==> config.mk <==
export PLATFORM = sky130hd
export DESIGN_NAME = ps2_keycode_rx
export DESIGN_NICKNAME = d
export VERILOG_FILES = /design/src/rtl/ps2_pkg.sv /design/src/rtl/ps2_frame_rx.sv /design/src/rtl/ps2_keycode_rx.sv
export SDC_FILE = /design/constraint.sdc
export NUM_CORES = 1
export LEC_CHECK = 0
export ABC_AREA = 0
export CAP_MARGIN = 20
export CORE_MARGIN = 2
export CORE_UTILIZATION = 55
export DETAILED_ROUTE_END_ITERATION = 12
export GPL_TIMING_DRIVEN = 0
export PLACE_DENSITY = 0.74
export SKIP_CTS_REPAIR_TIMING = 1
export SYNTH_ARGS = -nofsm -noshare
export SYNTH_HDL_FRONTEND = slang
export SYNTH_HIERARCHICAL = 1
export SYNTH_SLANG_ARGS = --single-unit
export TNS_END_PERCENT = 50
==> constraint.sdc <==
create_clock -name clk -period 4.7 [get_ports clk]
set_input_delay 0.94 -clock clk [delete_from_list [all_inputs] [get_ports clk]]
set_output_delay 0.94 -clock clk [all_outputs]
set_load 0.05 [all_outputs]
==> src/rtl/ps2_pkg.sv <==
// ps2_pkg: Set 2 scancodes, HID codes, frame states and scancode translation
package ps2_pkg;
  localparam logic [7:0] SC_W     = 8'h1D;
  localparam logic [7:0] SC_A     = 8'h1C;
  localparam logic [7:0] SC_S     = 8'h1B;
  localparam logic [7:0] SC_D     = 8'h23;
  localparam logic [7:0] SC_UP    = 8'h75;
  localparam logic [7:0] SC_LEFT  = 8'h6B;
  localparam logic [7:0] SC_DOWN  = 8'h72;
  localparam logic [7:0] SC_RIGHT = 8'h74;
  localparam logic [7:0] SC_EXT   = 8'hE0;
  localparam logic [7:0] SC_BRK   = 8'hF0;
  localparam logic [7:0] KEY_UP    = 8'h1A;
  localparam logic [7:0] KEY_LEFT  = 8'h04;
  localparam logic [7:0] KEY_DOWN  = 8'h16;
  localparam logic [7:0] KEY_RIGHT = 8'h07;
  localparam logic [7:0] KEY_NONE  = 8'h00;
  typedef enum logic [1:0] {ST_IDLE, ST_DATA, ST_PARITY, ST_STOP} frame_state_t;
  function automatic logic [7:0] sc2hid(input logic ext, input logic [7:0] code);
    return ext ? (code == SC_UP   ? KEY_UP   : code == SC_LEFT ? KEY_LEFT :
                  code == SC_DOWN ? KEY_DOWN : code == SC_RIGHT ? KEY_RIGHT : KEY_NONE)
               : (code == SC_W ? KEY_UP   : code == SC_A ? KEY_LEFT :
                  code == SC_S ? KEY_DOWN : code == SC_D ? KEY_RIGHT : KEY_NONE);
  endfunction
endpackage

==> src/rtl/ps2_frame_rx.sv <==
// ps2_frame_rx: PS/2 pin synchronizer, clock glitch filter and 11-bit frame receiver
module ps2_frame_rx
  import ps2_pkg::*;
#(
  parameter int FILTER_LEN     = 4,
  parameter int TIMEOUT_CYCLES = 5000
) (
  input  logic       clk,
  input  logic       rst,
  input  logic       ps2_clk,
  input  logic       ps2_data,
  output logic [7:0] byte_data,
  output logic       byte_valid,
  output logic       frame_err,
  output logic       timeout
);
  localparam int FW = $clog2(FILTER_LEN + 1);
  localparam int TW = $clog2(TIMEOUT_CYCLES + 1);
  logic [1:0] clk_s, data_s;
  logic fclk, par;
  logic [FW-1:0] fcnt;
  logic [TW-1:0] idle_cnt;
  logic [2:0] bit_cnt;
  logic [7:0] shift;
  frame_state_t state;
  logic din, flip, samp, tmo;
  assign din  = data_s[1];
  // the filtered clock flips on the FILTER_LEN-th consecutive differing sample
  assign flip = clk_s[1] != fclk && fcnt == FW'(FILTER_LEN - 1);
  assign samp = flip && fclk;
  assign tmo  = state != ST_IDLE && !samp && idle_cnt == TW'(TIMEOUT_CYCLES - 1);
  always_ff @(posedge clk) begin
    if (rst) begin
      clk_s      <= '0;
      data_s     <= '0;
      fclk       <= 1'b0;
      fcnt       <= '0;
      idle_cnt   <= '0;
      state      <= ST_IDLE;
      bit_cnt    <= '0;
      shift      <= '0;
      par        <= 1'b0;
      byte_data  <= '0;
      byte_valid <= 1'b0;
      frame_err  <= 1'b0;
      timeout    <= 1'b0;
    end else begin
      clk_s      <= {clk_s[0], ps2_clk};
      data_s     <= {data_s[0], ps2_data};
      fcnt       <= (clk_s[1] == fclk || flip) ? '0 : fcnt + 1'b1;
      fclk       <= flip ? clk_s[1] : fclk;
      idle_cnt   <= (samp || tmo || state == ST_IDLE) ? '0 : idle_cnt + 1'b1;
      byte_valid <= 1'b0;
      frame_err  <= 1'b0;
      timeout    <= 1'b0;
      if (tmo) begin
        state     <= ST_IDLE;
        frame_err <= 1'b1;
        timeout   <= 1'b1;
      end else if (samp) begin
        case (state)
          ST_IDLE: if (!din) begin
            state   <= ST_DATA;
            bit_cnt <= '0;
          end
          ST_DATA: begin
            shift   <= {din, shift[7:1]};
            bit_cnt <= bit_cnt + 1'b1;
            state   <= bit_cnt == 3'd7 ? ST_PARITY : ST_DATA;
          end
          ST_PARITY: begin
            par   <= din;
            state <= ST_STOP;
          end
          default: begin
            state <= ST_IDLE;
            if (din && ^{shift, par}) begin
              byte_valid <= 1'b1;
              byte_data  <= shift;
            end else frame_err <= 1'b1;
          end
        endcase
      end
    end
  end
endmodule

==> src/rtl/ps2_keycode_rx.sv <==
// ps2_keycode_rx: PS/2 keyboard to single held-key HID keycode for the game core
module ps2_keycode_rx
  import ps2_pkg::*;
#(
  parameter int FILTER_LEN     = 4,
  parameter int TIMEOUT_CYCLES = 5000
) (
  input  logic       clk,
  input  logic       rst,
  input  logic       ps2_clk,
  input  logic       ps2_data,
  output logic [7:0] keycode,
  output logic       key_valid,
  output logic       err
);
  logic [7:0] byte_data, hid;
  logic byte_valid, timeout, ext, brk;
  ps2_frame_rx #(.FILTER_LEN(FILTER_LEN), .TIMEOUT_CYCLES(TIMEOUT_CYCLES)) u_frame (
    .clk(clk), .rst(rst), .ps2_clk(ps2_clk), .ps2_data(ps2_data),
    .byte_data(byte_data), .byte_valid(byte_valid), .frame_err(err), .timeout(timeout)
  );
  assign hid = sc2hid(ext, byte_data);
  always_ff @(posedge clk) begin
    if (rst) begin
      keycode   <= KEY_NONE;
      key_valid <= 1'b0;
      ext       <= 1'b0;
      brk       <= 1'b0;
    end else begin
      key_valid <= 1'b0;
      if (timeout) begin
        ext <= 1'b0;
        brk <= 1'b0;
      end else if (byte_valid) begin
        if (byte_data == SC_EXT) ext <= 1'b1;
        else if (byte_data == SC_BRK) brk <= 1'b1;
        else begin
          ext <= 1'b0;
          brk <= 1'b0;
          // a break only releases the key currently tracked
          if (hid != KEY_NONE && !brk) begin
            keycode   <= hid;
            key_valid <= hid != keycode;
          end else if (hid != KEY_NONE && hid == keycode) begin
            keycode   <= KEY_NONE;
            key_valid <= 1'b1;
          end
        end
      end
    end
  end
endmodule
# Word level (Yosys, flattened, before mapping)
# Index checks and enable logic that the tools add are counted.
[word_totals]
regBits = 57
latchBits = 0
ram_bits = 0
rom_bits = 0
input_bits = 4
out_inout_bits = 10
word_cells = 108
mem_count = 0
[op_classes]
n_addsub = 3
multipliers = 0
n_div = 0
magnitude_cmp = 0
n_eq_ne = 21
shifts = 0
n_mux = 27
bitwise_logic = 7
reduce_logical = 33
[ops]
columns = ["op", "count"]
rows = [
  ["5-bit two-way mux", 7],
  ["8-bit by 7-bit == test with 1-bit output, second input constant", 4],
  ["8-bit by 5-bit == test with 1-bit output, second input constant", 3],
  ["8-bit == test, second input constant", 2],
  ["8-bit two-way mux", 2],
  ["13-bit by 1-bit adder with 13-bit output, second input constant", 1],
  ["13-bit == test, second input constant", 1],
  ["1-bit two-way mux", 11],
  ["3-bit two-way mux", 3],
  ["9-bit XOR reduction", 1],
  ["5-bit by 8-bit == test with 1-bit output", 1],
  ["8-bit by 6-bit == test with 1-bit output, second input constant", 1],
  ["5-bit by 8-bit != test with 1-bit output", 1],
  ["4-bit AND reduction", 2],
  ["8-bit nonzero test", 1],
  ["2-bit OR reduction", 4],
  ["1-bit logical AND", 7],
  ["1-bit inverter", 7],
  ["3-bit by 1-bit adder with 3-bit output, second input constant", 2],
  ["2-bit case mux with 3 select lines", 1],
  ["3-bit case mux with 2 select lines", 1],
  ["2-bit AND reduction", 3],
  ["3-bit AND reduction", 2],
  ["2-bit nonzero test", 3],
  ["other kinds (15)", 20],
]

# Longest topological paths before layout
# Gate-level depths: netlist of run 1.
[depth]
word_depth = 10
mapped_depth = 8
mapped_depth_nobuf = 7

# By module
# Netlist of run 1, hierarchy kept.
[by_module_without_submodules]
columns = ["module", "instances", "cells_each", "area_per_inst_um2", "seq_area_each_um2"]
rows = [
  ["ps2_frame_rx", 1, 219, 2035.7, 920.9],
  ["ps2_keycode_rx", 1, 93, 778.2, 160.2],
]

# Least setup slack after synthesis of run 1
# OpenSTA, ideal clock, no wires.
[synth_timing]
kind = "reg2reg"
from = "reg u_frame.byte_data[0]"
to = "reg key_valid"
setup_time_ps = 81
arrival_time_ps = 2212
t_required_ps = 4619
path_slack_ps = 2408
stages_incl_launch_ff = 8
path_buffers = 1
synth_period_minus_slack_ps = 2292
cell_sequence = "dfxtp_1 buf_6 or3b_4 a2111oi_4 o21ai_2 a211o_1 or3_1 a41oi_1"
[synth_between]
elab_chain_cells = 10
elab_cells_between_ends = 27
classes_between = "eq/ne: 12; mux: 11; reduce/logical: 4"
[synth_lines]
columns = ["item", "line_no", "text"]
rows = [
  ["start, declared", "ps2_frame_rx.sv:12", "output logic [7:0] byte_data,"],
  ["start signal, assigned", "ps2_frame_rx.sv:79", "byte_data <= shift;"],
  ["8-bit by 6-bit == test with 1-bit output or 8-bit by 7-bit == test with 1-bit output (tied branches)", "ps2_pkg.sv:23, ps2_pkg.sv:21", ""],
  ["3-bit two-way mux, on equally long branches", "ps2_pkg.sv:23, ps2_pkg.sv:21", ""],
  ["5-bit two-way mux, on equally long branches", "ps2_pkg.sv:23, ps2_pkg.sv:21", ""],
  ["5-bit two-way mux, on equally long branches (2 in a row)", "ps2_pkg.sv:22, ps2_pkg.sv:20", ""],
  ["5-bit two-way mux", "ps2_pkg.sv:20", "return ext ? (code == SC_UP ? KEY_UP : code == SC_LEFT ? KEY_LEFT :"],
  ["5-bit by 8-bit == test with 1-bit output or 8-bit nonzero test (tied branches)", "ps2_keycode_rx.sv:44, ps2_keycode_rx.sv:41", ""],
  ["1-bit logical AND", "ps2_keycode_rx.sv:44", "end else if (hid != KEY_NONE && hid == keycode) begin"],
  ["1-bit two-way mux", "ps2_keycode_rx.sv:44", ""],
  ["1-bit two-way mux", "ps2_keycode_rx.sv:41", "if (hid != KEY_NONE && !brk) begin"],
  ["end signal, assigned", "ps2_keycode_rx.sv:43", "key_valid <= hid != keycode;"],
  ["end, declared", "ps2_keycode_rx.sv:13", "output logic key_valid,"],
]
# Several ways; a longest one is shown, not always the timed one.
# A chain may end at the register's enable or synchronous reset.

# Worst setup path in the final report of run 1
[layout_timing]
from = "in rst"
to = "reg u_frame.bit_cnt[1]"
[layout_rtl]
columns = ["item", "line_no", "text"]
rows = [
  ["start, declared", "ps2_keycode_rx.sv:9", "input logic rst,"],
  ["end signal, assigned", "ps2_frame_rx.sv:68", "bit_cnt <= bit_cnt + 1'b1;"],
  ["end, declared", "ps2_frame_rx.sv:23", "logic [2:0] bit_cnt;"],
]
# No word-level cell between the ends.

==> results.txt, run 1 <==
----------------------------------------------------
[Outcome]
  Status ... complete, no violations

[Synthesis]
  Most frequently used flop master after synthesis ... sky130_fd_sc_hd__dfxtp_1
  Synthesized area per cell ... between 9 and 10 um2
  Syn Std Cell Area ... 0.00281 mm2
  Part of the Yosys area used for sequential elements ... 0.384
  Synth area leaders ... sky130_fd_sc_hd__dfxtp_1, sky130_fd_sc_hd__nand2b_1, sky130_fd_sc_hd__nand2_1, sky130_fd_sc_hd__ha_1, sky130_fd_sc_hd__nor2_1
  Cell types with the highest counts after synthesis ... sky130_fd_sc_hd__dfxtp_1, sky130_fd_sc_hd__nand2_1, sky130_fd_sc_hd__nor2_1
  Most frequent cell after synthesis ... sky130_fd_sc_hd__dfxtp_1
  Post-synth top area share ... 0.384
  Number of distinct library cells after synthesis ... 66
  Largest area contributor in the netlist ... sky130_fd_sc_hd__dfxtp_1
  Number of flops mapped to enable cells by yosys ... 0
  Post-synthesis sequential element count ... 54
  Warnings from Yosys ... 6
  Number of instances in the synthesized netlist ... approximately 310
  Share of synthesized registers carrying an async set or reset ... 0

[Power]
  Maximum resistive drop on vdd ... about 0.16 mV
  Power after layout ... about 0.8 mW
  Proportion of power drawn by flip-flops and latches ... 0.588
  Cell-internal power ... 0.624 mW
  Switching power share of the total ... 0.202
  Power share of the combinational group ... 0.027
  Clock Power Share ... 0.384
  Cell leakage power ... 1.05 nW
  Power density over the cells ... between 200 and 300 mW/mm2
  Switch Pwr ... approximately 0.16 mW

[Layout]
  Layout overhead on the synthesized area ... 10.8%
  Fraction of layout cells with a size suffix above 1 ... 0.0904
  Nets@finish ... about 350
  Filler cell count in the final layout ... ~470
  Post-route non-filler standard cell count ... about 400
  Antenna diode count ... 0

[Worst setup path]
  Crit path max fanout ... 10
  Worst r2r src ... u_frame/byte_data[6]
  Crit path cell chain ... clkdlybuf4s50_1 -> clkbuf_1 -> clkbuf_1 -> clkbuf_1 -> nor2_1
  Max stage delay on crit path ... ~0.70 ns
  Arrival time of data at the critical path endpoint ... 2.89 ns
  Cell type with the highest occurrence count on the critical path ... sky130_fd_sc_hd__clkbuf_1
  Critical Path Slowest Stage Cell ... sky130_fd_sc_hd__clkdlybuf4s50_1
  Critical Path End Type ... flop
  Critical Path Source ... rst
  Setup CP Type ... input pin to flop
  Category of the worst setup path launch point ... input pin
  Critical path data required time ... between 4 and 5 ns

[Clocking]
  Clock H-tree levels ... 2
  Clock transition at the registers of the reported paths ... roughly 0.090 ns
  Clock tree from TritonCTS ... done
  Clock tree buffer depth ... 2
  Clock Tree Root ... sky130_fd_sc_hd__clkbuf_8
  Number of sinks handled by clock tree synthesis ... 54
  Clk_lat worst skew ... ~0.30 ns
  Number of CTS-inserted buffers ... 5

[Floorplanning]
  Die Span X ... 75.5 um
  Starting density of the core ... 0.562
  Number of rows in the core area ... 26
  Die outline area ... 0.00570 mm2
  I/O pin cnt ... 14
  Height of the chip ... 75.5 um
  Area of the core region ... 0.00501 mm2

[Drt]
  Total Routed Length ... ~4900 um
  Drt via density ... approximately 5.4
  Average routed wire per standard cell ... ~12 um
  DRC violation total after the first TritonRoute iteration ... ~110
  Post-detailed-route DRC marker count ... 0
  First-pass iteration count of the detailed router ... 5
  Antenna Nets Post-Route ... 0
  Routed via count ... 2184

[Timing]
  Final setup violation count ... 0
  FMAX ... between 300 and 400 MHz
  Min Hold Slack ... 0.430 ns
  Number of hold violations in the final report ... 0
  Period utilization ... 0.577
  Setup repair after global routing missed its margin ... no
  Pins Over Slew Limit ... 0
  Max Clock Skew ... about 0.0067 ns
  Sum of negative setup slack ... 0 ns
  Time the final worst path needs with I/O delays and setup ... roughly 2.7 ns
  Worst rel slew slack ... 0.521
  Slew @ Worst Pin ... roughly 0.71 ns

[Placement]
  Cell count after placement ... 394
  Total half-perimeter wirelength after legalization and detailed placement ... 3650 um
  Routability congestion estimate ... ~0.90
  Number of buffer cells added on primary ports ... 10

[Global route]
  Number of antenna violations at the first check in global routing ... 0
  Wire length of the first global-routing pass ... slightly above 8000 um
  Residual overflow from global routing ... 0
  Overall routing resource usage ... 0.182
  Pin count of the biggest net entering global routing ... 17
  Via count of the first global-routing pass ... between 1500 and 2000

[Flow run]
  Count of max-cap constraint violations ... 0

[Hold path]
  Start point of the worst min-delay path ... u_frame/fcnt[0]
  Hold Crit Class ... flop to flop

----------------------------------------------------
==> state kept, by name, summed over array words and instances, names as in the netlist <==
| name | flops |
|---|---|
| u_frame/timeout | 1 |
| u_frame/byte_valid | 1 |
| u_frame/fcnt | 3 |
| u_frame/byte_data | 8 |
| key_valid | 1 |
| u_frame/clk_s | 2 |
| brk | 1 |
| u_frame/state | 2 |
| u_frame/par | 1 |
| ext | 1 |
| u_frame/frame_err | 1 |
| u_frame/idle_cnt | 13 |
| u_frame/data_s | 2 |
| u_frame/fclk | 1 |
| u_frame/bit_cnt | 3 |
| u_frame/shift | 8 |
| keycode | 5 |
==> path summary, 6_finish.rpt <==
kind	cells past startpoint	to	slack [ns]
max	5	u_frame/bit_cnt[1]	1.99
min	1	u_frame/fcnt[0]	0.43
max reg2reg	7	key_valid	2.09
min reg2reg	1	u_frame/fcnt[0]	0.43
==> per-stage QoR <==
stage,setup slack [ns],util,cell area [um2]
floorplan,2.41,-,2820
CTS,1.91,0.622,3120
global route,1.79,0.622,3120
global placement,1.65,0.601,3010
finish,1.99,0.622,3120
detailed placement,1.59,0.601,3010
==> final cells by class <==
type,instances,area (um2),share of cell area
clock inverters,3,40.0,0.0128
clock buffers,5,68.8,0.0221
flip-flops and latches,54,1080,0.347
plain buffers,12,72.6,0.0233
well taps,70,87.6,0.0281
multi-input cells,238,1630,0.523
repair buffers,10,100,0.0321
inverters,10,37.5,0.0120
==> metal layers <==
layer  GRT usage  share of wire  routed length (um)  up-vias
li1            -              -                   -     1129
met1       0.250           0.48                2360     1013
met2       0.293           0.47                2310       34
met3      0.0317          0.030                 148        8
met4      0.0604          0.016                  76        0
met5           0              0                   0        -
==> placed cells by master, fill, tap and decap left out, drive strengths merged, types with 3 or more instances in the layout <==
cell type and instances:
a21oi 21, and2 3, and3 3, buf 6
clkbuf 11, clkdlybuf4s50 10, conb 3, dfxtp 54
ha 10, inv 10, mux2i 11, nand2 34
nand2b 21, nand3 5, nand4 6, nor2 29
nor2b 7, nor3 7, nor4 3, o21ai 6
or3 6, or3b 3, xnor2 12, xor2 7
==> cell families after synthesis <==
logic type      after synthesis  share of synthesized area
compound gates               51                      0.136
flops                        54                      0.384
xor+xnor                     21                     0.0756
buf+inv                      22                     0.0391
mux                          11                     0.0436
other cells                   1                    0.00133
fa+ha+maj                    10                     0.0445
simple gates                142                      0.276
==> critical path, delay by kind of cell <==
| family | cells | cell delay (ns) |
|---|---|---|
| buffers and inverters | 4 | 1.85 |
| and+or+nand+nor | 1 | 0.09 |
==> power groups by stage <==
| stage | combinational [mW] | clock (mW) | sequential, mW |
|---|---|---|---|
| after floorplan | 0.0156 | 0 | 0.471 |
| after global routing | 0.0232 | 0.332 | 0.461 |
| after CTS | 0.0216 | 0.313 | 0.460 |
| after global placement | 0.0211 | 0 | 0.471 |
| after detailed placement | 0.0216 | 0 | 0.471 |
| final | 0.0212 | 0.301 | 0.460 |
No activity file was read; power rests on OpenSTA's default activity.
==> run 2, diff against run 1 <==
CORE_UTILIZATION = 54   (was 55)
PLACE_DENSITY = 0.76   (was 0.74)
clock period = 2.3 ns   (was 4.7 ns; I/O delays follow)
==> run 2 against run 1 <==
Effect of this change:
- the flow now finishes with violations (setup timing)
- non-clock buffer count increased by 10
- count of clock-buffer cells in the layout rose by 1
- flip-flop and latch count did not move
- wire length increased by 11%
- total power increased by 120%
- final cell count up 2.5%
- clock power grew to 2.5 times the previous value
- critical path depth increased by 2
- via count grew 2.1%
- final area rose by 7.5%
- critical endpoint is now key_valid
- largest cell class unchanged
==> results.txt, run 2 (synthesis gave the netlist of run 1 again) <==
----------------------------------------------------
[Outcome]
  Status ... finished, violations left
  Violations in the final reports ... setup timing

[Timing]
  Slew @ Worst Pin ... ~0.5 ns
  Max Clock Skew ... 0.00710 ns
  Post-route setup slack ... -0.166 ns
  Pins Over Slew Limit ... 0
  Worst rel slew slack ... 0.665
  Setup repair after global routing missed its margin ... yes
  Final setup violation count ... 6
  Number of hold violations in the final report ... 0
  Period utilization ... 1.07
  Min Hold Slack ... approximately 0.42 ns
  Time the final worst path needs with I/O delays and setup ... 2.47 ns
  FMAX ... 405 MHz
  Sum of negative setup slack ... -0.715 ns

[Floorplanning]
  Height of the chip ... roughly 76 um
  Starting density of the core ... 0.554
  Number of rows in the core area ... 26
  I/O pin cnt ... 14
  Area of the core region ... just over 0.005 mm2
  Die Span X ... between 70 and 80 um
  Die outline area ... 0.00580 mm2

[Global route]
  Number of antenna violations at the first check in global routing ... 0
  Residual overflow from global routing ... 0
  Wire length of the first global-routing pass ... 8820 um
  Via count of the first global-routing pass ... between 1500 and 2000
  Overall routing resource usage ... 0.182
  Pin count of the biggest net entering global routing ... 17

[Worst setup path]
  Kind of cell adding the most delay to the critical path ... simple AND/OR/NAND/NOR gates
  Capture point of the worst reg-to-reg path ... key_valid
  Critical Path Slowest Stage Cell ... sky130_fd_sc_hd__or4_4
  Number of buffer and inverter instances along the worst setup path ... 0
  Worst r2r src ... u_frame/byte_data[4]
  Number of cells on the worst reg-to-reg path ... 7
  Reg-to-reg setup timing slack ... -0.17 ns
  Arrival time of data at the critical path endpoint ... around 2.7 ns
  Crit path cell chain ... or3b_4 -> or4_4 -> and3_4 -> nor3_4 -> a41oi_2 -> or3_1 -> a41oi_1
  Crit path max fanout ... 7
  Critical Path Source ... u_frame/byte_data[4]
  Max stage delay on crit path ... approximately 0.51 ns
  Category of the worst setup path launch point ... flop
  Setup CP Type ... flop to flop
  Worst Setup EP ... key_valid
  Critical path data required time ... between 2 and 3 ns
  Critical Path End Type ... flop
  Total number of cells along the worst setup path ... 7

[Power]
  Maximum resistive drop on vdd ... 0.383 mV
  Cell leakage power ... 1.14 nW
  Proportion of power drawn by flip-flops and latches ... 0.537
  Cell-internal power ... roughly 1.4 mW
  Power share of the combinational group ... 0.025
  Switching power share of the total ... 0.188
  Power after layout ... approximately 1.7 mW
  Clock Power Share ... 0.437
  Switch Pwr ... around 0.33 mW
  Power density over the cells ... 521 mW/mm2

[Layout]
  Layout overhead on the synthesized area ... 19.1%
  Most flops, register ... u_frame/idle_cnt
  Commonest cells after routing, fill and taps aside ... sky130_fd_sc_hd__dfxtp_1, sky130_fd_sc_hd__nand2_1, sky130_fd_sc_hd__nor2_1
  Most common cell after layout, fill and taps aside ... sky130_fd_sc_hd__dfxtp_1
  Fraction of layout cells with a size suffix above 1 ... 0.175
  Nets@finish ... 355
  Registers with the highest flip-flop counts ... u_frame/idle_cnt: 13 flops, u_frame/byte_data: 8 flops, u_frame/shift: 8 flops
  Antenna diode count ... 0
  Flip-flop count of the largest register after layout ... 13

[Drt]
  Drt via density ... 5.41
  Total Routed Length ... around 5400 um
  Antenna Nets Post-Route ... 0
  DRC violation total after the first TritonRoute iteration ... approximately 110
  Post-detailed-route DRC marker count ... 0
  First-pass iteration count of the detailed router ... 4
  Routed via count ... ~2200
  Average routed wire per standard cell ... 13.1 um

[Hold path]
  Start point of the worst min-delay path ... u_frame/fcnt[0]
  Hold Crit Class ... flop to flop

[Clocking]
  Number of CTS-inserted buffers ... 5
  Clock transition at the registers of the reported paths ... ~0.09 ns
  Clock tree from TritonCTS ... done
  Clock Tree Root ... sky130_fd_sc_hd__clkbuf_8
  Clk_lat worst skew ... roughly 0.30 ns
  Clock H-tree levels ... 2
  Number of sinks handled by clock tree synthesis ... between 50 and 60
  Clock tree buffer depth ... 2

[Placement]
  Routability congestion estimate ... 0.901
  Number of buffer cells added on primary ports ... 10
  Total half-perimeter wirelength after legalization and detailed placement ... approximately 3600 um

[Flow run]
  Count of max-cap constraint violations ... 0

----------------------------------------------------
## run 2: stage by stage
step | setup slack, ns | area (um2) | util | std cells
after CTS | -0.305 | 3150 | 0.621 | 402
after floorplan | 0.00780 | 2820 | - | 314
final | -0.166 | 3350 | 0.660 | 412
after global placement | -0.292 | 3010 | 0.593 | 394
after detailed placement | -0.298 | 3010 | 0.593 | 394
after global routing | -0.258 | 3350 | 0.660 | 412
## run 2: how the worst min path moves through the flow
stage,slack [ns],to,cells after the start
after floorplan,0.40,u_frame/fcnt[0],1
after global placement,0.41,u_frame/fcnt[0],1
after detailed placement,0.41,u_frame/fcnt[0],1
after CTS,0.43,u_frame/fcnt[0],1
after global routing,0.47,u_frame/clk_s[1],1
final,0.42,u_frame/fcnt[0],1
## run 2: power by group through the flow
stage	Sequential (mW)	Clock, mW	Combinational (mW)
2_1_floorplan	0.962	0	0.0318
3_5_place_dp	0.962	0	0.0439
3_3_place_gp	0.962	0	0.0434
5_1_grt	0.939	0.815	0.0479
6_report	0.938	0.763	0.0443
4_1_cts	0.941	0.784	0.0440
## run 2: layout make-up
class                           count  area, um2
Multi-Input combinational cell    238       1740
Fill cell                         427       1720
Sequential cell                    54       1090
Timing Repair Buffer               21        184
Tap cell                           70       87.6
Clock buffer                        6       82.6
Buffer                             11       62.6
Clock inverter                      2       60.1
Inverter                           10       37.5
## run 2: metal layers
layer,global-route usage,share of wire
met4,0.0491,0.013
met3,0.0320,0.033
met5,0,0
met1,0.247,0.49
met2,0.302,0.47
==> run 3, diff against run 2 <==
ABC_AREA = default   (was 0)
CELL_PAD_IN_SITES_DETAIL_PLACEMENT = 1   (was default)
CELL_PAD_IN_SITES_GLOBAL_PLACEMENT = 2   (was default)
CORE_UTILIZATION = 33   (was 54)
PLACE_DENSITY = default   (was 0.76)
PLACE_DENSITY_LB_ADDON = 0.1   (was default)
SYNTH_HIERARCHICAL = default   (was 1)
==> run 3 against run 2 <==
Effect of this change:
- the run still ends with setup timing left
- wire length increased by 5.9%
- global-route usage shrank 3.6 points
- total power fell by 7.8%
- critical path depth grew 1
- via count fell by 6.2%
- first-iteration DRC count fell by 60%
- final area fell by 8.9%
- utilization decreased by 26 points
- die area rose by 47%
- clock power down 17%
- critical path type unchanged
- largest cell class unchanged
==> results.txt, run 3 <==
----------------------------------------------------
[Outcome]
  Status ... finished, violations left
  Violations in the final reports ... setup timing

[Power]
  Switch Pwr ... roughly 0.34 mW
  Power share of the combinational group ... 0.026
  Power density over the cells ... 528 mW/mm2
  Cell leakage power ... between 1 and 1.5 nW
  Cell-internal power ... 1.27 mW
  Maximum resistive drop on vdd ... ~0.27 mV
  Switching power share of the total ... 0.211
  Clock Power Share ... 0.391
  Proportion of power drawn by flip-flops and latches ... 0.583

[Timing]
  Final setup violation count ... 1
  Slew @ Worst Pin ... just over 0.5 ns
  Max Clock Skew ... about 0.006 ns
  Worst rel slew slack ... 0.655
  Number of hold violations in the final report ... 0
  Post-route setup slack ... -0.00474 ns
  Pins Over Slew Limit ... 0
  Period utilization ... 1.00
  FMAX ... ~430 MHz
  Min Hold Slack ... roughly 0.43 ns
  Setup repair after global routing missed its margin ... yes
  Time the final worst path needs with I/O delays and setup ... ~2.3 ns

[Placement]
  Total half-perimeter wirelength after legalization and detailed placement ... 4300 um
  Number of buffer cells added on primary ports ... 10
  Routability congestion estimate ... ~0.73
  Setup slack at placement ... -0.182 ns

[Clocking]
  Clock tree from TritonCTS ... done
  Clock tree buffer depth ... 2
  Clk_lat worst skew ... 0.30 ns
  Clock transition at the registers of the reported paths ... 0.10 ns
  Number of CTS-inserted buffers ... 5
  Clock H-tree levels ... 2
  Clock Tree Root ... sky130_fd_sc_hd__clkbuf_8
  Number of sinks handled by clock tree synthesis ... 54

[Floorplanning]
  Starting density of the core ... 0.338
  Number of rows in the core area ... 32
  I/O pin cnt ... 14
  Die Span X ... between 90 and 100 um
  Die outline area ... ~0.0086 mm2
  Height of the chip ... approximately 92 um
  Area of the core region ... approximately 0.0076 mm2

[Flow run]
  Count of max-cap constraint violations ... 0

[Worst setup path]
  Max stage delay on crit path ... between 0.3 and 0.4 ns
  Setup CP Type ... flop to flop
  Kind of cell adding the most delay to the critical path ... simple AND/OR/NAND/NOR gates
  Category of the worst setup path launch point ... flop
  Arrival time of data at the critical path endpoint ... between 2 and 3 ns
  Crit path cell chain ... buf_12 -> and4b_2 -> o211ai_1 -> nand3_2 -> xnor2_2 -> nor4b_4 -> a2bb2oi_2 -> o21ai_1
  Critical Path End Type ... flop
  Critical Path Slowest Stage Cell ... sky130_fd_sc_hd__dfxtp_4
  Number of buffer and inverter instances along the worst setup path ... 1
  Crit path max fanout ... 4
  Critical path data required time ... between 2 and 3 ns

[Layout]
  Nets@finish ... about 340
  Fraction of layout cells with a size suffix above 1 ... 0.121
  Filler cell count in the final layout ... about 900
  Flip-flop count of the largest register after layout ... 13
  Layout overhead on the synthesized area ... 18.1%
  Commonest cells after routing, fill and taps aside ... sky130_fd_sc_hd__dfxtp_1, sky130_fd_sc_hd__nor2_1, sky130_fd_sc_hd__nand2_1
  Registers with the highest flip-flop counts ... u_frame.idle_cnt: 13 flops, u_frame.byte_data: 8 flops, u_frame.shift: 8 flops
  Most common cell after layout, fill and taps aside ... sky130_fd_sc_hd__dfxtp_1
  Core occupancy in the finished layout ... 0.399
  Most flops, register ... u_frame.idle_cnt
  Antenna diode count ... 0

[Global route]
  Wire length of the first global-routing pass ... just over 10000 um
  Residual overflow from global routing ... 0
  Pin count of the biggest net entering global routing ... 17
  Via count of the first global-routing pass ... between 2000 and 2500
  Overall routing resource usage ... 0.146
  Number of antenna violations at the first check in global routing ... 0

[Synthesis]
  Number of distinct library cells after synthesis ... 48
  Number of instances in the synthesized netlist ... slightly below 300
  Part of the Yosys area used for sequential elements ... 0.418
  Syn Std Cell Area ... 0.00258 mm2
  Post-synthesis sequential element count ... 54
  Warnings from Yosys ... 0
  Most frequently used flop master after synthesis ... sky130_fd_sc_hd__dfxtp_1
  Largest area contributor in the netlist ... sky130_fd_sc_hd__dfxtp_1
  Most frequent cell after synthesis ... sky130_fd_sc_hd__dfxtp_1
  Number of flops mapped to enable cells by yosys ... 0
  Synth area leaders ... sky130_fd_sc_hd__dfxtp_1, sky130_fd_sc_hd__nor2_1, sky130_fd_sc_hd__nand2_1, sky130_fd_sc_hd__xnor2_1, sky130_fd_sc_hd__ha_1
  Synthesized area per cell ... 8.67 um2
  Cell types with the highest counts after synthesis ... sky130_fd_sc_hd__dfxtp_1, sky130_fd_sc_hd__nor2_1, sky130_fd_sc_hd__nand2_1
  Share of synthesized registers carrying an async set or reset ... 0
  Post-synth top area share ... 0.418

[Drt]
  Total Routed Length ... approximately 5700 um
  Antenna Nets Post-Route ... 0
  Average routed wire per standard cell ... roughly 13 um
  First-pass iteration count of the detailed router ... 4
  Drt via density ... between 4 and 5
  DRC violation total after the first TritonRoute iteration ... 46
  Post-detailed-route DRC marker count ... 0
  Routed via count ... about 2100

[Hold path]
  Hold Crit Class ... flop to flop

----------------------------------------------------
[run 3: cell count changes in the layout (fill, tap and decap cells not counted), moves of 4 or more]
cell                       previous run  this run
sky130_fd_sc_hd__nor2_1              29        42
sky130_fd_sc_hd__xor2_1               7        11
sky130_fd_sc_hd__or3_1                6         2
sky130_fd_sc_hd__nand3_1              5        14
sky130_fd_sc_hd__nand2b_1            20         2
[run 3: logic make-up (layout without fill, tap and decap cells)]
| logic type | count (synthesis) | in the layout | synth area share |
|---|---|---|---|
| xor+xnor | 24 | 24 | 0.0814 |
| other cells | 1 | 3 | 0.00145 |
| buf+inv | 21 | 44 | 0.0358 |
| flops | 54 | 54 | 0.418 |
| simple gates | 135 | 135 | 0.272 |
| fa+ha+maj | 9 | 9 | 0.0436 |
| mux | 10 | 10 | 0.0387 |
| compound gates | 44 | 44 | 0.108 |
[run 3: metrics by stage]
| stage | cells | cell area, um2 | setup TNS [ns] | power (mW) |
|---|---|---|---|---|
| 2_1_floorplan | 300 | 2590 | 0 | 0.991 |
| 3_3_place_gp | 412 | 2820 | -0.609 | 1.00 |
| 3_5_place_dp | 412 | 2820 | -0.709 | 1.00 |
| 4_1_cts | 420 | 2930 | -0.829 | 1.65 |
| 5_1_grt | 425 | 3050 | -0.493 | 1.69 |
| 6_report | 425 | 3050 | -0.00474 | 1.61 |
[run 3: routing by layer]
| layer | routed length [um] | part of all wire | track usage | vias up |
|---|---|---|---|---|
| met5 | 0 | 0 | 0 | - |
| met4 | 84 | 0.015 | 0.0485 | 0 |
| met3 | 97 | 0.017 | 0.0252 | 6 |
| met2 | 2730 | 0.48 | 0.246 | 13 |
| met1 | 2830 | 0.49 | 0.189 | 996 |
| li1 | - | - | - | 1076 |
[run 3: cell type report]
type | instances | area (um2) | share of cell area
timing repair buffer | 17 | 165 | 0.0541
sequential | 54 | 1090 | 0.359
inverter | 10 | 37.5 | 0.0123
buffer | 9 | 45.0 | 0.0148
multi-input combinational | 225 | 1470 | 0.483
tap | 102 | 128 | 0.0418
clock buffer | 5 | 68.8 | 0.0226
clock inverter | 3 | 40.0 | 0.0131
[run 3: worst paths after layout]
| path | startpoint | end | slack [ns] | cells past startpoint |
|---|---|---|---|---|
| setup / recovery | u_frame.byte_data[5] | keycode[4] | -0.005 | 8 |
| hold reg to reg | u_frame.fcnt[0] | u_frame.fcnt[0] | 0.43 | 1 |
| setup reg to reg | u_frame.byte_data[5] | keycode[4] | -0.005 | 8 |
| hold / removal | u_frame.fcnt[0] | u_frame.fcnt[0] | 0.43 | 1 |
[run 3: power groups by stage]
stage / sequential [mW] / clock (mW) / combinational, mW
floorplan: 0.961 / 0 / 0.0295
global placement: 0.962 / 0 / 0.0424
detailed placement: 0.962 / 0 / 0.0427
CTS: 0.941 / 0.664 / 0.0428
global route: 0.939 / 0.700 / 0.0465
finish: 0.938 / 0.630 / 0.0422
[run 3: worst register-to-register path: stages (launching register included)]
cell and delay, ns:
sky130_fd_sc_hd__dfxtp_4 0.37, sky130_fd_sc_hd__buf_12 0.13, sky130_fd_sc_hd__and4b_2 0.24, sky130_fd_sc_hd__o211ai_1 0.33, sky130_fd_sc_hd__nand3_2 0.20, sky130_fd_sc_hd__xnor2_2 0.22
sky130_fd_sc_hd__nor4b_4 0.36, sky130_fd_sc_hd__a2bb2oi_2 0.24, sky130_fd_sc_hd__o21ai_1 0.11
==> edit, RTL diff (settings of run 2) <==
`FILTER_LEN` is set to 4 in 2 places; all go to 2.
--- a/src/rtl/ps2_frame_rx.sv
+++ b/src/rtl/ps2_frame_rx.sv
@@ -2,7 +2,7 @@
 module ps2_frame_rx
   import ps2_pkg::*;
 #(
-  parameter int FILTER_LEN     = 4,
+  parameter int FILTER_LEN     = 2,
   parameter int TIMEOUT_CYCLES = 5000
 ) (
   input  logic       clk,
--- a/src/rtl/ps2_keycode_rx.sv
+++ b/src/rtl/ps2_keycode_rx.sv
@@ -2,7 +2,7 @@
 module ps2_keycode_rx
   import ps2_pkg::*;
 #(
-  parameter int FILTER_LEN     = 4,
+  parameter int FILTER_LEN     = 2,
   parameter int TIMEOUT_CYCLES = 5000
 ) (
   input  logic       clk,
Check against the original RTL: same outputs for any inputs over 10 cycles, from zero or initial values and one cycle with rst high; that may be too few to reach the edited logic, so the function may still have changed.
==> edit against run 2 <==
  * The run still ends with negative setup slack left
  * Sequential cell count fell by 1
  * First-iteration DRC count fell by 17%
  * Worst hold slack improved by 0.0043 ns
  * Design area is 3.1% lower
  * Clock skew shrank 0.0028 ns
  * Routed wire length grew 1.7%
  * Total power fell by 13%
  * Synthesized area fell by 0.89%
  * Worst setup slack better by 0.043 ns
  * Via count down 0.54%
  * Critical path type unchanged
  * Critical endpoint is now keycode[0]
  * Largest cell class unchanged
  * Highest routed layer unchanged
==> edit: results (changes against run 2) <==
| Metric | Value |
|---|---|
| Status | finished, violations left |
| Failing checks | negative setup slack |
| Xor-xnor portion of the synthesized cell area | 7.31% (-0.25 points) |
| Initial DRC count | 95 (-17%) |
| Synth Area in Compound Gates | 14.1% (+0.48 points) |
| Post-route setup slack | -0.123 ns (+0.0430 ns) |
| CP Launch Type | flop |
| Placer Congestion | 0.835 (-7.4%) |
| Worst slack at placement | -0.285 ns (+0.0123 ns) |
| Vias in the first global route | 1,850 (-6.4%) |
| Setup-failing EPs final | 5 (-1) |
| DP HPWL | 3730 microns (+2.7%) |
| Synth Area in Adders | 4.04% (-0.41 points) |
| Worst IR Drop VDD | 337 uV (-12%) |
| Routing usage on met2 | 30.3% (+0.090 points) |
| Worst path slowest cell | dfxtp_1 |
| Skew final | 0.00434 ns (-0.00277 ns) |
| Register area share after synthesis | 38.0% (-0.37 points) |
| Synth cell types | 67 (+1.5%) |
| Ant. Diodes | 0 (unchanged) |
| First-pass GRT wire length | 8290 microns (-6.0%) |
| Final net count | 346 (-2.5%) |
| Synth cell count leaders | dfxtp_1 (53), nand2_1 (34), nor2_1 (26), a21oi_1 (22), nand2b_1 (20) |
| Leak | 1.06 nW (-7.0%) |
| Global routing usage on met1 | 24.1% (-0.64 points) |
| Via/cell ratio | 5.49 (+1.4%) |
| Total wire length | 5510 microns (+1.7%) |
| Mux share of post-synthesis cell area | 4.40% (+0.039 points) |
| Critical Path AT | 2.60 ns (-0.10 ns) |
| Layout cells sized above 1 | 16.5% (-1.1 points) |
| GR Util met3 | 3.97% (+0.77 points) |
| Crit path max fanout | 6 (-1) |
==> edit: path summary, 6_finish.rpt <==
check,from,end,cells after the start
worst max register to register,u_frame/byte_data[7],keycode[0],8
worst min register to register,u_frame/fcnt[0],u_frame/fcnt[0],1
worst min-delay path,u_frame/fcnt[0],u_frame/fcnt[0],1
worst max-delay path,u_frame/byte_data[7],keycode[0],8
==> edit: metal layers <==
| layer | share of wire (%) | vias to the layer above |
|---|---|---|
| met4 | 0.93 | 0 |
| met1 | 47 | 1023 |
| met3 | 3.5 | 6 |
| li1 | - | 1151 |
| met5 | 0 | - |
| met2 | 49 | 37 |
==> edit: where the power goes <==
group / switching [mW] / internal, mW
Sequential: 0.00248 / 0.918
Clock: 0.284 / 0.272
Combinational: 0.0266 / 0.0181
==> edit: per-stage QoR <==
step / hold WS (ns) / std cells / area (sq um) / util, %
detailed placement: 0.410 / 392 / 2980 / 59.2
CTS: 0.429 / 400 / 3090 / 61.2
global placement: 0.407 / 392 / 2980 / 59.2
floorplan: 0.397 / 312 / 2800 / -
global route: 0.467 / 404 / 3250 / 64.4
finish: 0.427 / 404 / 3250 / 64.4
==> edit: cell type report <==
cell class                 count  area [sq um]  share of cell area [%]
clock buffer                   7          96.3                    2.97
tap                           70          87.6                    2.70
inverter                       7          26.3                   0.810
sequential                    53          1070                    33.1
clock inverter                 1          5.00                   0.154
buffer                        11          60.1                    1.85
timing repair buffer          14           130                    4.01
multi-input combinational    241          1770                    54.4
==> edit: critical path, delay by kind of cell (launching register included) <==
family	cells	cell delay, ns
xor gates and xnor gates	1	0.30
buffers and inverters	1	0.18
and+or+nand+nor	1	0.31
DFF	1	0.47
AOI/OAI and AO/OA	5	1.03
==> edit: kinds of logic (layout without fill, tap and decap cells) <==
| logic type | count (synthesis) | in the layout |
|---|---|---|
| AO/OA/AOI/OAI | 53 | 54 |
| XOR/XNOR | 20 | 20 |
| adder cells (fa/ha/maj) | 9 | 9 |
| buffers and inverters | 19 | 40 |
| flip-flops | 53 | 53 |
| multiplexers | 11 | 11 |
| other | 1 | 3 |
| AND/OR/NAND/NOR | 144 | 144 |
